==> src/rtl/fetch_stage.sv <==
// Instruction fetch stage: PC register, next-PC selection and the IF/ID pipeline register.
// Define IF_PERF_CNT_EN to add the fetch/stall/flush performance counters.
`ifndef WIDTH
`define WIDTH 32
`endif

module fetch_stage #(
   parameter logic [31:0] RESET_PC = 32'h0000_0000
) (
   input  logic              clk,
   input  logic              rst,
   input  logic              stall_if,
   input  logic              stall_id,
   input  logic              flush_id,
   input  logic              pc_src,
   input  logic [`WIDTH-1:0] branch_target,
   input  logic              jump,
   input  logic [`WIDTH-1:0] jump_target,
   input  logic [`WIDTH-1:0] imem_instr,
   output logic [`WIDTH-1:0] imem_addr,
   output logic [`WIDTH-1:0] if_id_instr,
   output logic [`WIDTH-1:0] if_id_pc_plus4,
   output logic              if_id_valid
`ifdef IF_PERF_CNT_EN
   ,
   output logic [31:0]       fetch_cnt,
   output logic [31:0]       stall_cnt,
   output logic [31:0]       flush_cnt
`endif
);

   localparam logic [31:0] RESET_PC_ALIGNED = RESET_PC & ~32'h3;
   localparam logic [31:0] NOP_INSTR        = 32'h0000_0000;

   function automatic logic [31:0] f_word_align(input logic [31:0] addr);
      return {addr[31:2], 2'b00};
   endfunction

   logic [31:0] r_pc;
   logic [31:0] r_instr;
   logic [31:0] r_pc_plus4;
   logic        r_valid;

   logic [31:0] w_pc_plus4;
   logic [31:0] w_next_pc;
   logic        w_redirect;
   logic        w_flush;
   logic        w_load;

   // PC+4 wraps naturally in 32 bits; the carry-out is simply dropped.
   assign w_pc_plus4 = r_pc + 32'd4;
   assign w_redirect = pc_src | jump;
   // A taken branch always squashes the wrong-path instruction being fetched.
   assign w_flush    = flush_id | pc_src;
   assign w_load     = ~w_flush & ~stall_id;

   always_comb begin
      w_next_pc = w_pc_plus4;
      if (pc_src)
         w_next_pc = branch_target;
      else if (jump)
         w_next_pc = jump_target;
      else if (stall_if)
         w_next_pc = r_pc;
      w_next_pc = f_word_align(w_next_pc);
   end

   always_ff @(posedge clk or posedge rst) begin
      if (rst)
         r_pc <= RESET_PC_ALIGNED;
      else
         r_pc <= w_next_pc;
   end

   always_ff @(posedge clk or posedge rst) begin
      if (rst) begin
         r_instr    <= NOP_INSTR;
         r_pc_plus4 <= 32'h0;
         r_valid    <= 1'b0;
      end else if (w_flush) begin
         r_instr    <= NOP_INSTR;
         r_pc_plus4 <= 32'h0;
         r_valid    <= 1'b0;
      end else if (!stall_id) begin
         r_instr    <= imem_instr;
         r_pc_plus4 <= w_pc_plus4;
         r_valid    <= 1'b1;
      end
   end

   assign imem_addr      = r_pc;
   assign if_id_instr    = r_instr;
   assign if_id_pc_plus4 = r_pc_plus4;
   assign if_id_valid    = r_valid;

`ifdef IF_PERF_CNT_EN
   logic [31:0] r_fetch_cnt;
   logic [31:0] r_stall_cnt;
   logic [31:0] r_flush_cnt;

   always_ff @(posedge clk or posedge rst) begin
      if (rst) begin
         r_fetch_cnt <= 32'h0;
         r_stall_cnt <= 32'h0;
         r_flush_cnt <= 32'h0;
      end else begin
         if (w_load)
            r_fetch_cnt <= r_fetch_cnt + 32'd1;
         if (stall_if && !w_redirect)
            r_stall_cnt <= r_stall_cnt + 32'd1;
         if (w_flush)
            r_flush_cnt <= r_flush_cnt + 32'd1;
      end
   end

   assign fetch_cnt = r_fetch_cnt;
   assign stall_cnt = r_stall_cnt;
   assign flush_cnt = r_flush_cnt;
`endif

endmodule

==> config.mk <==
export PLATFORM = sky130hd
export DESIGN_NAME = fetch_stage
export DESIGN_NICKNAME = d
export VERILOG_FILES = /design/src/rtl/fetch_stage.sv
export SDC_FILE = /design/constraint.sdc
export NUM_CORES = 1
export LEC_CHECK = 0
export ABC_CLOCK_PERIOD_IN_PS = 3500
export BUFFER_PORTS_ARGS = -buffer_cell sky130_fd_sc_hd__buf_2
export CAP_MARGIN = 20
export CORE_UTILIZATION = 45
export CTS_CLUSTER_DIAMETER = 120
export DETAILED_ROUTE_END_ITERATION = 10
export PLACE_DENSITY = 0.83
export SETUP_SLACK_MARGIN = 0.2
export SKIP_CTS_REPAIR_TIMING = 1
export SLEW_MARGIN = 20
export SYNTH_ARGS = -nofsm -noshare
export SYNTH_HDL_FRONTEND = slang
export SYNTH_SLANG_ARGS = --single-unit
export TNS_END_PERCENT = 1
==> constraint.sdc <==
create_clock -name clk -period 3.5 [get_ports clk]
set_input_delay 0.175 -clock clk [delete_from_list [all_inputs] [get_ports clk]]
set_output_delay 0.175 -clock clk [all_outputs]
set_load 0.01 [all_outputs]
* After elaboration in Yosys (flattened, before gate mapping)
Index checks and enable logic that the tools add are counted.
** Cells by class
- Add/subtract/negate cells :: 1
- Multipliers :: 0
- Div/mod/pow operators :: 0
- $lt $le $gt $ge :: 0
- Equal/unequal tests :: 2
- Shift operators :: 0
- Muxes and demuxes :: 9
- Bitwise logic cells :: 1
- Reductions and logical operators :: 0
** Operators by type and width (count)
- 2-to-1 mux 32 bit :: 7
- adder 32 x 3 -> 32 bit, second input constant :: 1
- inequality test 3 x 1 -> 1 bit, second input constant :: 1
- 2-to-1 mux 1 bit :: 2
- inequality test 2 x 1 -> 1 bit, second input constant :: 1
- bitwise OR 1 bit :: 1
** Storage, ports and cells
- Bits in registers :: 95
- Latch bits :: 0
- RAM bits :: 0
- Memory bits (read-only) :: 0
- Bits of input ports :: 103
- Output and inout port bits :: 97
- Word-level logic and storage cells :: 17
- Memories :: 0

* Logic depth before layout (Yosys ltp)
Gate-level depths: netlist (run 1).
- Word-level depth :: 4
- Depth in mapped cells :: 7
- Depth with buffers taken out :: 6

* Worst setup path before layout (run 1)
No wires, ideal clock.
- Kind :: register to register
- Start :: register r_pc[2], in the netlist imem_addr[2]
- End :: register r_pc[24], in the netlist imem_addr[24]
- Setup time :: 142 ps
- Arrival :: 1738 ps
- Required time :: 3358 ps
- Setup slack :: 1620 ps
- Cell stages (with the launch flop) :: 7
- Buffers on the path :: 0
- Period minus slack after synthesis :: 1880 ps
- Cell sequence :: dfrtp_1 ha_1 nand3_2 nor4_4 nand4_1 xor2_1 o221ai_1
** On the way
- Word-level cells in the longest chain between the ends :: 4
** RTL lines
- start, declared :: line 39 : logic [31:0] r_pc;
- start signal, assigned :: line 72 : r_pc <= w_next_pc;
- adder 32 x 3 -> 32 bit :: line 51 : assign w_pc_plus4 = r_pc + 32'd4;
- 2-to-1 mux 32 bit :: line 63 : else if (stall_if)
- 2-to-1 mux 32 bit :: line 61 : else if (jump)
- 2-to-1 mux 32 bit :: line 59 : if (pc_src)
Every way passes these cells. The select of a mux whose other input is x is not followed.
A chain may end at the register's enable or synchronous reset.

* Worst setup path in the final report (run 1)
- Start :: register r_pc[2], in the netlist imem_addr[2]
- End :: register r_pc[28], in the netlist imem_addr[28]
Same word-level chain as after synthesis.

==> results of run 1 <==
cells by family (layout without fill, tap and decap cells):
group / after synthesis / in the layout / synth area share (%)
simple gates: 165 / 165 / 17.58
compound gates: 127 / 127 / 19.01
flops: 93 / 93 / 52.14
buf+inv: 40 / 217 / 3.785
xor+xnor: 34 / 34 / 6.672
mux: 2 / 2 / 0.4486
fa+ha+maj: 1 / 1 / 0.2803
other cells: 1 / 4 / 0.08402
registers in the layout (all words and copies together), names as in the netlist:
| signal | count |
|---|---|
| if_id_instr | 32 |
| if_id_pc_plus4 | 30 |
| if_id_valid | 1 |
| imem_addr | 30 |
cell usage in the layout, fill, tap and decap left out, types with 10 or more instances in the layout:
cell and count:
a22o_1 33, nand4_1 10, a21oi_1 32, clkbuf_8 10
buf_2 191, dfrtp_1 93, nand3_1 10, nand2_1 85
xor2_1 24, o21ai_0 24, o221ai_1 17, o21ai_1 14
xnor2_1 10, nor2_1 30
area by class of cell:
class | instances | area [µm²]
Clock buffer | 10 | 137.6
Timing Repair Buffer | 198 | 1011
Multi-Input combinational cell | 333 | 1988
Sequential cell | 93 | 2327
Fill cell | 825 | 3706
Clock inverter | 6 | 70.07
Tap cell | 129 | 161.4
Inverter | 3 | 13.76
stage by stage:
step                cells  cell area (µm²)
global route          772             5709
global placement      755             5492
finish                772             5709
CTS                   771             5699
floorplan             466             4474
detailed placement    755             5492
final timing paths:
| check | endpoint | slack (ns) | cells after the start |
|---|---|---|---|
| worst max-delay path | imem_addr[28]$_DFFE_PP0P_ | 1.22 | 6 |
| worst min-delay path | if_id_instr[30]$_DFFE_PP0P_ | -0.04 | 2 |
| worst max register to register | imem_addr[28]$_DFFE_PP0P_ | 1.22 | 6 |
| worst min register to register | if_id_pc_plus4[4]$_DFFE_PP0P_ | 0.49 | 2 |
| max in group asynchronous | if_id_instr[20]$_DFFE_PP0P_ | 2.64 | 3 |
| min in group clk | imem_addr[5]$_DFFE_PP0P_ | 0.03 | 3 |
where the power goes:
part,total (mW),switching (mW),internal (mW)
logic,0.372,0.213,0.158
registers,1.21,0.0735,1.13
clock network,0.746,0.390,0.357
total,2.32,0.676,1.65
per-layer routing:
layer  track usage, %  part of all wire, %
met2            41.79                   51
met1            30.51                   42
met3            4.693                  5.9
met5                0                    0
met4            8.473                  1.3
==> metrics.cfg, run 1 <==
[clock_network]
cts_root_buf=clkbuf_8
cts.sinks=93
cts_tree=built
cts_buffer_depth=2
clk_pin_slew_ns=0.10
cts-htree-levels=3
numCtsBuffers=9
clock_latency_ns=0.35

[logic_synthesis]
seq_area_frac_synth_pct=52.14
synthTopCellsByArea=dfrtp_1 52%, nand2_1 7.1%, a22o_1 6.5%, xor2_1 4.7%, a21oi_1 3.6%
synthArstFlopShare_pct=100.0
synth-edff-count=0
syn_area_um2=4463
netlist_instances=463
ys.flop_type=dfrtp_1
yosys_warnings=0
yosysMostFrequentCell=dfrtp_1
synthTopCellsByCount=93 x dfrtp_1, 85 x nand2_1, 33 x a22o_1
ys_types=40
synth_top_area_cell=dfrtp_1
yosysTopAreaCellShare_pct=52.14
ys_seq_elements=93
syn_avg_cell_area_um2=9.639

[worst_setup_path]
reg2reg_from=imem_addr[2]$_DFFE_PP0P_
criticalPathCategory=reg2reg
cp_slowest_cell=nor4_4
crit_family=simple AND/OR/NAND/NOR gates
critPathArrivalTime_ns=2.46
cp_max_fo=8
cp_cell_sequence=ha_1 -> nand3_2 -> nor4_4 -> nand4_1 -> xor2_1 -> o221ai_1
path_buf_inv=0
crit_path_end_kind=flop
cp-start-kind=flop
critPathMaxStageDelay_ns=0.57
cp.required_ns=3.68
crit_start=imem_addr[2]$_DFFE_PP0P_

[routing]
drt_wl_total_um=12350
dr.pass1.iters=5
first_iter_violations=193
ant_nets=0
drc_errors=0
routed_via_density=5.438
vias=4198
wl_per_cell_um=16.00

[sta]
hold_slack_ns=-0.03872
grt_setup_unrepaired=no
setup_viol=0
finalHoldViolCount=64
setup_ws_ns=1.223
skew_ns=0.01095
finalCritPeriodShare_pct=65.05
min_period_ns=2.277
drv_slew=0
setup_tns_ns=0
fmax_mhz=439.2
tightest_slew_ns=1.019
max_slew_margin_pct=32.06

[global_route]
grt_max_degree=66
grt_pass1_wl_um=19360
grt_use_total_pct=24.28
grt_antenna_before_repair=0
grt_pass1_vias=3994
grt_overflow=0

[die]
io_pins=200
dieHeight_um=101.6
core-area_um2=9415
initial_utilization_pct=47.40
die_area_um2=10320
num_rows=35
die_w_um=101.6

[placement]
place_congestion=0.7649
dp_hpwl_um=8951
port-buffer-count=191
preCtsSetupSlack_ns=1.280

[pwr]
total_power_mw=2.323
leakage_nw=2.880
powerDensity_nw_per_um2=406.9
ir_drop_uv=225.2

[outcome]
violations=negative hold slack
status=finished with violations

[final_layout]
diodes=0
final_nets=742
area_growth_pct=27.92
post-route-util_pct=60.64
drive_gt1_share_pct=34.68

[hold_path]
hold_class=in2async

[run]
cap_violations=0

No activity file was read; power rests on OpenSTA's default activity.
==> inputs of run 2 (changes only) <==
--- a/config.mk
+++ b/config.mk
@@ -5,10 +5,10 @@
 export SDC_FILE = /design/constraint.sdc
 export NUM_CORES = 1
 export LEC_CHECK = 0
-export ABC_CLOCK_PERIOD_IN_PS = 3500
+export ABC_CLOCK_PERIOD_IN_PS = 1900
 export BUFFER_PORTS_ARGS = -buffer_cell sky130_fd_sc_hd__buf_2
 export CAP_MARGIN = 20
-export CORE_UTILIZATION = 45
+export CORE_UTILIZATION = 43
 export CTS_CLUSTER_DIAMETER = 120
 export DETAILED_ROUTE_END_ITERATION = 10
 export PLACE_DENSITY = 0.83
==> constraint.sdc (replaced) <==
create_clock -name clk -period 1.9 [get_ports clk]
set_input_delay 0.095 -clock clk [delete_from_list [all_inputs] [get_ports clk]]
set_output_delay 0.095 -clock clk [all_outputs]
set_load 0.01 [all_outputs]
==> run 2 against run 1 <==
Effect of this change:
- global-route usage is 1.2 points higher
- clock power is 82% higher
- the flow still finishes with violations (negative hold slack)
- power is 92% higher
- maximum frequency is 28% higher
- clock-buffer cell count is 1 higher
- clock skew is 0.0034 ns higher
- hold slack better by 0.025 ns
- non-clock buffer count is 80 higher
- flip-flop and latch count stayed put
- die area is 4.6% higher
==> metrics.cfg, run 2 (same netlist as run 1, synthesis figures left out) <==
[placement]
port-buffer-count=191  ; unchanged
dp_hpwl_um=9654  ; +7.9%
place_congestion=0.8530  ; +12%
preCtsSetupSlack_ns=0.01306  ; -1.267 ns

[run]
cap_violations=0  ; unchanged

[routing]
vias=4629  ; +10%
drt_wl_total_um=14700  ; +19%
wl_per_cell_um=17.14  ; +7.1%
routed_via_density=5.395  ; -0.79%
first_iter_violations=261  ; +35%
drc_errors=0  ; unchanged
dr.pass1.iters=5  ; unchanged
ant_nets=0  ; unchanged

[final_layout]
final_common_cell=buf_2
layout_common_cells=191 x buf_2, 91 x dfrtp_1, 85 x nand2_1
multi_input_area_um2=2031  ; +2.1%
num-fill-cells=805  ; -2.4%
regArea_um2=2330  ; +0.11%
final_nets=822  ; +11%
largest_register_ffs=32  ; unchanged
area_growth_pct=46.65
post-route-util_pct=66.05  ; +5.4 points
drive_gt1_share_pct=34.72  ; +0.035 points

[hold_path]
hold_class=in2reg
hold_depth=3

[worst_setup_path]
cp_cell_sequence=nand2_2 -> or3_4 -> nor3_2 -> xnor2_1 -> o221ai_2
cp_slowest_cell=dfrtp_1
cp.required_ns=2.13  ; -1.55 ns
crit_path_end_kind=flop
cp-start-kind=flop
path_buf_inv=0  ; unchanged
cp_max_fo=6  ; -2
ff2ff_path_depth=5  ; -1
critPathMaxStageDelay_ns=0.50  ; -0.07 ns
cp.depth=5  ; -1
critPathArrivalTime_ns=2.01  ; -0.45 ns
criticalPathCategory=reg2reg
crit_family=simple AND/OR/NAND/NOR gates

[die]
dieHeight_um=103.9  ; +2.3%
num_rows=36  ; +2.9%
initial_utilization_pct=45.04  ; -2.4 points
core-area_um2=9910  ; +5.2%
io_pins=200  ; unchanged
die_area_um2=10790  ; +4.6%
die_w_um=103.9  ; +2.3%

[pwr]
powerDensity_nw_per_um2=681.1  ; +67%
leakage_nw=3.229  ; +12%
total_power_mw=4.458  ; +92%
ir_drop_uv=530.3  ; +140%

[sta]
hold_slack_ns=-0.01356  ; +0.02516 ns
grt_setup_unrepaired=yes
setup_viol=0  ; unchanged
min_period_ns=1.781  ; -0.4960 ns
drv_slew=0  ; unchanged
setup_ws_ns=0.1193  ; -1.104 ns
tightest_slew_ns=0.7768  ; -0.2423 ns
finalCritPeriodShare_pct=93.72  ; +29 points
max_slew_margin_pct=48.10  ; +16 points
setup_tns_ns=0  ; unchanged
finalHoldViolCount=3  ; -95%
skew_ns=0.01435  ; +0.003399 ns
fmax_mhz=561.6  ; +28%

[clock_network]
cts_root_buf=clkbuf_8
cts-htree-levels=3  ; unchanged
cts_tree=built
cts_buffer_depth=2  ; unchanged
cts.sinks=93  ; unchanged
clock_latency_ns=0.36  ; about the same
clk_pin_slew_ns=0.10  ; about the same
numCtsBuffers=9  ; unchanged

[global_route]
grt_pass1_vias=4239  ; +6.1%
grt_max_degree=63  ; -4.5%
grt_pass1_wl_um=21710  ; +12%
grt_use_total_pct=25.43  ; +1.2 points
grt_antenna_before_repair=2  ; +2
grt_overflow=0  ; unchanged

[outcome]
status=finished with violations
violations=negative hold slack

-- run 2: cell types whose count changed in the layout (fill, tap and decap cells not counted), sizes merged --
cell         change
buf             +22
clkbuf           +1
clkinv           -2
clkinvlp         +3
diode            +2
dlygate4sd3     +58
inv              -2
-- run 2: final timing paths --
check / startpoint / to / slack (ns)
max in group asynchronous: rst / imem_addr[3]$_DFFE_PP0P_ / 0.87
min in group asynchronous: rst / if_id_instr[27]$_DFFE_PP0P_ / 0.40
max reg2reg: imem_addr[5]$_DFFE_PP0P_ / imem_addr[17]$_DFFE_PP0P_ / 0.12
min: branch_target[29] / imem_addr[29]$_DFFE_PP0P_ / -0.01
max: imem_addr[5]$_DFFE_PP0P_ / imem_addr[17]$_DFFE_PP0P_ / 0.12
min reg2reg: if_id_pc_plus4[29]$_DFFE_PP0P_ / if_id_pc_plus4[29]$_DFFE_PP0P_ / 0.48
-- run 2: through the flow --
step           instance area, µm²  cells
4_1_cts                      5863    792
6_report                     6545    858
2_1_floorplan                4478    466
3_3_place_gp                 5663    776
3_5_place_dp                 5663    776
5_1_grt                      6545    858
-- run 2: per-layer routing --
metal  global-route usage [%]  vias to the layer above  wire length [µm]
li1                         -                     2142                 -
met1                    32.65                     2224              5781
met2                    43.10                      229              7606
met3                    3.822                       34               960
met4                    10.31                        0               354
met5                        0                        -                 0
-- run 2: layout make-up --
class	count	share of cell area, %
Timing Repair Buffer	278	27.47
Inverter	3	0.2294
Multi-Input combinational cell	333	31.03
Tap cell	133	2.543
Sequential cell	93	35.60
Clock buffer	11	2.160
Clock inverter	5	0.8985
Antenna cell	2	0.07647
-- run 2: tightest hold or removal path, cell delays in order --
cell and delay [ns]:
buf_2 0.08, a21oi_1 0.06, o21ai_0 0.07
-- run 2: power breakdown --
part	switching, mW	internal, mW	total (mW)
Combinational	0.462	0.421	0.883
Sequential	0.125	2.09	2.21
Clock	0.716	0.648	1.36
